`config.mk`:
```
export PLATFORM = sky130hd
export DESIGN_NAME = uart_rx_frame_ctrl
export DESIGN_NICKNAME = d
export VERILOG_FILES = /design/src/rtl/uart_rx_frame_ctrl.sv
export SDC_FILE = /design/constraint.sdc
export NUM_CORES = 1
export LEC_CHECK = 0
export BUFFER_PORTS_ARGS = -buffer_cell sky130_fd_sc_hd__buf_2
export CAP_MARGIN = 20
export CORE_ASPECT_RATIO = 1.25
export CORE_MARGIN = 1.5
export CORE_UTILIZATION = 50
export DETAILED_ROUTE_END_ITERATION = 6
export GPL_TIMING_DRIVEN = 1
export HOLD_SLACK_MARGIN = 0.15
export PLACE_DENSITY = 0.74
export SLEW_MARGIN = 15
export SYNTH_ARGS = -nofsm -noshare
export SYNTH_HDL_FRONTEND = slang
export SYNTH_SLANG_ARGS = --single-unit
```
`constraint.sdc`:
```
create_clock -name clk -period 3 [get_ports clk]
set_clock_uncertainty 0.1 [all_clocks]
set_input_delay 0.6 -clock clk [delete_from_list [all_inputs] [get_ports clk]]
set_output_delay 0.6 -clock clk [all_outputs]
set_load 0.01 [all_outputs]
```
`src/rtl/uart_rx_frame_ctrl.sv`:
```
// uart_rx_frame_ctrl
// Parses SOF / LEN / payload / CSUM frames coming out of uart_rx into a local
// buffer and replays the payload on a ready/valid byte stream once the XOR
// checksum matches. Broken frames are dropped and reported with an error code.
// Optional build macro RX_FRAME_TIMEOUT_EN adds an inter-byte gap timeout
// (error code 4) while a frame is being received.
//
// state     | meaning
// ----------+---------------------------------------------------------------
// S_IDLE    | hunting for SOF_BYTE, everything else dropped
// S_LEN     | SOF seen, next byte is the payload length
// S_PAYLOAD | storing payload bytes, folding them into the checksum
// S_CSUM    | next byte is compared with the running checksum
// S_DRAIN   | frame verified, payload offered on m_valid/m_data/m_last
module uart_rx_frame_ctrl #(
   parameter int unsigned MAX_LEN        = 16,
   parameter logic [7:0]  SOF_BYTE       = 8'h7E,
   parameter int unsigned TIMEOUT_CYCLES = 60000
) (
   input  logic       clk,
   input  logic       resetn,
   input  logic       enable,
   output logic       uart_rx_en,
   input  logic       rx_valid,
   input  logic [7:0] rx_data,
   input  logic       rx_break,
   output logic       m_valid,
   output logic [7:0] m_data,
   output logic       m_last,
   input  logic       m_ready,
   output logic       frame_ok,
   output logic       frame_err,
   output logic [2:0] err_code
);

   localparam int unsigned   PW        = $clog2(MAX_LEN + 1);
   localparam int unsigned   AW        = (MAX_LEN > 1) ? $clog2(MAX_LEN) : 1;
   localparam logic [PW-1:0] PTR_ONE   = PW'(1);
   localparam logic [7:0]    MAX_LEN_B = 8'(MAX_LEN);

   localparam logic [2:0] ERR_LEN = 3'd1;
   localparam logic [2:0] ERR_CSM = 3'd2;
   localparam logic [2:0] ERR_BRK = 3'd3;
   localparam logic [2:0] ERR_TMO = 3'd4;
   localparam logic [2:0] ERR_OVR = 3'd5;

   typedef enum logic [2:0] {
      S_IDLE,
      S_LEN,
      S_PAYLOAD,
      S_CSUM,
      S_DRAIN
   } state_t;

   state_t        state_q, state_d;
   logic [PW-1:0] len_q, len_d;
   logic [PW-1:0] wr_ptr_q, wr_ptr_d;
   logic [PW-1:0] rd_ptr_q, rd_ptr_d;
   logic [7:0]    csum_q, csum_d;
   logic          frame_ok_q, frame_ok_d;
   logic          frame_err_q, frame_err_d;
   logic [2:0]    err_code_q, err_code_d;
   logic          rx_en_q;
   logic          buf_we;
   logic          gap_tc;
   logic [7:0]    pbuf_q [MAX_LEN];

`ifdef RX_FRAME_TIMEOUT_EN
   localparam int unsigned   GW       = $clog2(TIMEOUT_CYCLES + 1);
   localparam logic [GW-1:0] GAP_LOAD = GW'(TIMEOUT_CYCLES - 1);

   logic [GW-1:0] gap_q, gap_d;
   logic          mid_frame;

   assign mid_frame = (state_q == S_LEN) || (state_q == S_PAYLOAD) || (state_q == S_CSUM);
   assign gap_tc    = (gap_q == '0);

   // gap timer reloads on every byte and outside the frame body, else counts down
   always_comb begin
      gap_d = GAP_LOAD;
      if (mid_frame && !rx_valid && !gap_tc) gap_d = gap_q - GW'(1);
   end

   // gap timer register
   always_ff @(posedge clk) begin
      if (!resetn) gap_q <= '0;
      else         gap_q <= gap_d;
   end
`else
   assign gap_tc = 1'b0;
`endif

   // next-state and per-frame bookkeeping
   always_comb begin
      state_d     = state_q;
      len_d       = len_q;
      wr_ptr_d    = wr_ptr_q;
      rd_ptr_d    = rd_ptr_q;
      csum_d      = csum_q;
      frame_ok_d  = 1'b0;
      frame_err_d = 1'b0;
      err_code_d  = err_code_q;
      buf_we      = 1'b0;
      case (state_q)
         S_IDLE: begin
            if (rx_valid && !rx_break && enable && rx_data == SOF_BYTE) state_d = S_LEN;
         end
         S_LEN, S_PAYLOAD, S_CSUM: begin
            // break outranks both enable falling and the 0x00 data byte
            if (rx_valid && rx_break) begin
               state_d     = S_IDLE;
               frame_err_d = 1'b1;
               err_code_d  = ERR_BRK;
            end else if (!enable) begin
               state_d = S_IDLE;
            end else if (rx_valid) begin
               if (state_q == S_LEN) begin
                  if (rx_data == 8'd0 || rx_data > MAX_LEN_B) begin
                     state_d     = S_IDLE;
                     frame_err_d = 1'b1;
                     err_code_d  = ERR_LEN;
                  end else begin
                     len_d    = rx_data[PW-1:0];
                     csum_d   = rx_data;
                     wr_ptr_d = '0;
                     state_d  = S_PAYLOAD;
                  end
               end else if (state_q == S_PAYLOAD) begin
                  buf_we   = 1'b1;
                  csum_d   = csum_q ^ rx_data;
                  wr_ptr_d = wr_ptr_q + PTR_ONE;
                  if (wr_ptr_q == len_q - PTR_ONE) state_d = S_CSUM;
               end else begin
                  if (rx_data == csum_q) begin
                     frame_ok_d = 1'b1;
                     rd_ptr_d   = '0;
                     state_d    = S_DRAIN;
                  end else begin
                     state_d     = S_IDLE;
                     frame_err_d = 1'b1;
                     err_code_d  = ERR_CSM;
                  end
               end
            end else if (gap_tc) begin
               state_d     = S_IDLE;
               frame_err_d = 1'b1;
               err_code_d  = ERR_TMO;
            end
         end
         S_DRAIN: begin
            // incoming bytes cannot be stored while draining; flag and drop
            if (rx_valid) begin
               frame_err_d = 1'b1;
               err_code_d  = ERR_OVR;
            end
            if (m_ready) begin
               rd_ptr_d = rd_ptr_q + PTR_ONE;
               if (rd_ptr_q == len_q - PTR_ONE) state_d = S_IDLE;
            end
         end
         default: state_d = S_IDLE;
      endcase
   end

   // state, pointers, checksum and registered status outputs
   always_ff @(posedge clk) begin
      if (!resetn) begin
         state_q     <= S_IDLE;
         len_q       <= '0;
         wr_ptr_q    <= '0;
         rd_ptr_q    <= '0;
         csum_q      <= '0;
         frame_ok_q  <= 1'b0;
         frame_err_q <= 1'b0;
         err_code_q  <= '0;
         rx_en_q     <= 1'b0;
      end else begin
         state_q     <= state_d;
         len_q       <= len_d;
         wr_ptr_q    <= wr_ptr_d;
         rd_ptr_q    <= rd_ptr_d;
         csum_q      <= csum_d;
         frame_ok_q  <= frame_ok_d;
         frame_err_q <= frame_err_d;
         err_code_q  <= err_code_d;
         rx_en_q     <= enable;
      end
   end

   // payload storage; contents are don't-care until written by the current frame
   always_ff @(posedge clk) begin
      if (buf_we) pbuf_q[wr_ptr_q[AW-1:0]] <= rx_data;
   end

   assign uart_rx_en = rx_en_q;
   assign m_valid    = (state_q == S_DRAIN);
   assign m_data     = m_valid ? pbuf_q[rd_ptr_q[AW-1:0]] : 8'h00;
   assign m_last     = m_valid && (rd_ptr_q == len_q - PTR_ONE);
   assign frame_ok   = frame_ok_q;
   assign frame_err  = frame_err_q;
   assign err_code   = err_code_q;

endmodule

```
==> results_dict.tcl <==
set metrics [dict create \
    yosysTopAreaCellShare 0.528 \
    clock_latency_ns 0.42 \
    p_comb_frac 0.021 \
    tightest_slew_ns 0.903 \
    drt_first_iter_violations 379 \
    track_usage 0.223 \
    route.detailed.drc 0 \
    wl_met1_um 6790 \
    grt_max_degree 33 \
    period_minus_slack_ns 3.08 \
    violations "negative setup slack" \
    cts_buffer_depth 2 \
    clkTransAtPathRegs_ns 0.07 \
    whs_ns 0.390 \
    ant_nets 0 \
    wl_met3_um 891 \
    n_fill_cell 1056 \
    worstPathRequired_ns 2.30 \
    worst_slack_ns -0.0828 \
    peakVddDrop_mv 0.299 \
    synth_nets 494 \
    synth_edf_count 128 \
    routabilityCongestion 0.810 \
    wl_per_cell_um 23.0 \
    p_int_mw 3.58 \
    fin_nets 545 \
    std_cell_rows 49 \
    grt_overflow 0 \
    synth-seq-cells 164 \
    netlist_area_um2 7280 \
    core_um2 14300 \
    seq_power_share 0.526 \
    cts_buffers 17 \
    grt_pass1_wl_um 25300 \
    postCtsHoldBufs 0 \
    path_max_fanout 6 \
    hold_viol 0 \
    seq_area_frac_synth 0.627 \
    vias_per_cell 6.18 \
    hp-start "enable" \
    rsz0062_at_grt "yes" \
    worst-setup-path-type "flop to output port" \
    final.period_utilization 1.03 \
    wl_met2_um 8380 \
    outcome "finished, violations left" \
    netSwitchingFraction 0.229 \
    r2r_start "state_q[1]$_SDFFE_PN0P_" \
    cp-end-kind "output port" \
    yosysTopAreaCell "edfxtp_1" \
    num_vias 4426 \
    crit_path_end "m_data[2]" \
    fmax_ghz 0.324 \
    dieArea_um2 15300 \
    ys.warnings.count 0 \
    cp-start-kind "flop" \
    top_layer "met4" \
    fin_tns_setup_ns -0.490 \
    p_per_area_nw_per_um2 554 \
    relSlewSlack 0.396 \
    pre_cts_ws_ns 0.353 \
    p_clk_frac 0.453 \
    area_growth_syn_to_layout_pct 15.1 \
    ff2ff_setup_slack_ns 0.79 \
    io_pins 30 \
    syn_area_per_cell_um2 15.4 \
    grt_pass1_vias 4359 \
    cts_tree "built" \
    hpwlAfterDp_um 10600 \
    synth.distinct_cells 64 \
    antenna_found_initial 0 \
    clockRootBuffer "clkbuf_16" \
    htreeDepth 4 \
    firstDrtPassIters 5 \
    setup_viol 8 \
    reg2reg_depth 6 \
    drive_gt1_frac 0.270 \
    post_cts_buffers 0 \
    die_w_um 111 \
    hold_class "input port to flop" \
    die_h_um 138 \
    synth-async-reset-ratio 0 \
    wl_um 16500 \
    fin_total_pwr_mw 4.64 \
    maxSlewViolCount 0 \
    portBuffers 29 \
    syn_inst 474 \
    arrival_ns 2.38 \
    antenna_cells 0 \
    leakage_nw 2.80 \
    cap_viol_max_count 0 \
    start_util 0.509 \
    power_switching_mw 1.06 \
    ys.flop_type "edfxtp_1" \
    finalCoreUtilization 0.586 \
    cts_num_sinks 164 \
    synth_area_leaders "edfxtp_1, dfxtp_1, mux4_1, mux4_2, nor2_1" \
]
layer usage:
layer | vias up | GRT usage
met5 | - | 0
met4 | 0 | 0.0833
met3 | 27 | 0.0332
met2 | 190 | 0.385
met1 | 2238 | 0.289
li1 | 1971 | -
repair_timing:
action | 4_1_cts | 5_1_grt
gates resized for setup | 23 | 14
gates cloned | 2 | 1
setup endpoints to repair | 9 | 9
cell usage after synthesis, types with 2 or more instances:
master	number
edfxtp_1	128
dfxtp_1	36
nor2_1	31
nand2_1	23
mux4_1	22
mux4_2	18
clkbuf_1	15
o21ai_0	14
o21ai_1	12
xnor2_1	12
nand3_1	11
a21oi_1	10
nor3_1	10
and2_1	9
inv_1	9
o211ai_1	9
a22oi_1	6
ha_1	6
mux2i_1	6
buf_2	5
nand2b_1	5
nand3b_1	5
nand4_1	5
nor3b_1	5
xor2_1	5
o31a_1	4
a21o_1	3
a31oi_1	3
and3_1	3
a211oi_1	2
a41oi_1	2
buf_1	2
buf_8	2
nor4_1	2
o21a_1	2
o221a_1	2
or2_1	2
or4_1	2
cells by family after synthesis:
kind of cell,after synthesis,share of synthesized area
buf+inv,37,0.0268
flops,164,0.627
simple gates,123,0.0911
mux,46,0.143
xor+xnor,19,0.0258
fa+ha+maj,6,0.0103
compound gates,79,0.0753
flip-flops by register name (all words and copies together), names as in the netlist, named ones only:
signal / count
err_code: 3
wr_ptr_q: 5
rd_ptr_q: 5
csum_q: 8
frame_ok: 1
frame_err: 1
state_q: 3
len_q: 5
uart_rx_en: 1
pbuf_q: 128
power groups by stage:
stage | combinational [mW] | sequential [mW] | clock (mW)
finish | 0.0981 | 2.44 | 2.10
global route | 0.106 | 2.44 | 2.22
CTS | 0.0977 | 2.44 | 2.13
detailed placement | 0.0978 | 2.49 | 0
global placement | 0.0938 | 2.49 | 0
floorplan | 0.0333 | 2.50 | 0
how the worst min path moves through the flow:
stage                               endpoint  slack (ns)  cells after the start
floorplan           rd_ptr_q[4]$_SDFFE_PN0N_        0.39                      2
global placement    err_code[0]$_SDFFE_PN0P_        0.38                      1
detailed placement  err_code[0]$_SDFFE_PN0P_        0.39                      1
CTS                    uart_rx_en$_SDFF_PN0_        0.38                      2
global route           uart_rx_en$_SDFF_PN0_        0.40                      2
finish                 uart_rx_en$_SDFF_PN0_        0.39                      2
worst max-delay path, stage by stage, from the launching register on:
cell and delay, ns:
dfxtp_4 0.46, buf_16 0.16, mux4_2 0.56, mux4_2 0.48, and2_1 0.16, buf_2 0.13
metrics by stage:
step	instance area [um^2]	std cells
after floorplan	7280	474
after global placement	7720	681
after detailed placement	7720	681
after CTS	8340	715
after global routing	8380	716
final	8380	716
cells in the final DEF (no fill, tap or decap), types with 6 or more instances in the layout:
master     synthesis  routed
buf_4              1      24
o211ai_1           9       9
a22oi_1            6       6
a21oi_1           10      10
buf_2              5      24
inv_1              9       9
nor3_1            10      10
nand3_1           11      11
xnor2_1           12      12
edfxtp_1         128     128
o21ai_0           14      14
mux4_2            18      37
ha_1               6       6
mux2i_1            6       6
dfxtp_1           36      34
o21ai_1           12      12
nand2_1           23      23
clkbuf_16          0      18
nor2_1            31      31
layout make-up:
cell class | count | area, um^2 | area share
sequential | 164 | 4570 | 0.545
multi-input combinational | 273 | 2470 | 0.294
timing repair buffer | 59 | 497 | 0.0593
clock buffer | 17 | 425 | 0.0508
tap | 178 | 223 | 0.0266
clock inverter | 15 | 159 | 0.0190
inverter | 10 | 37.5 | 0.00448
(Power assumes the default switching activity.)
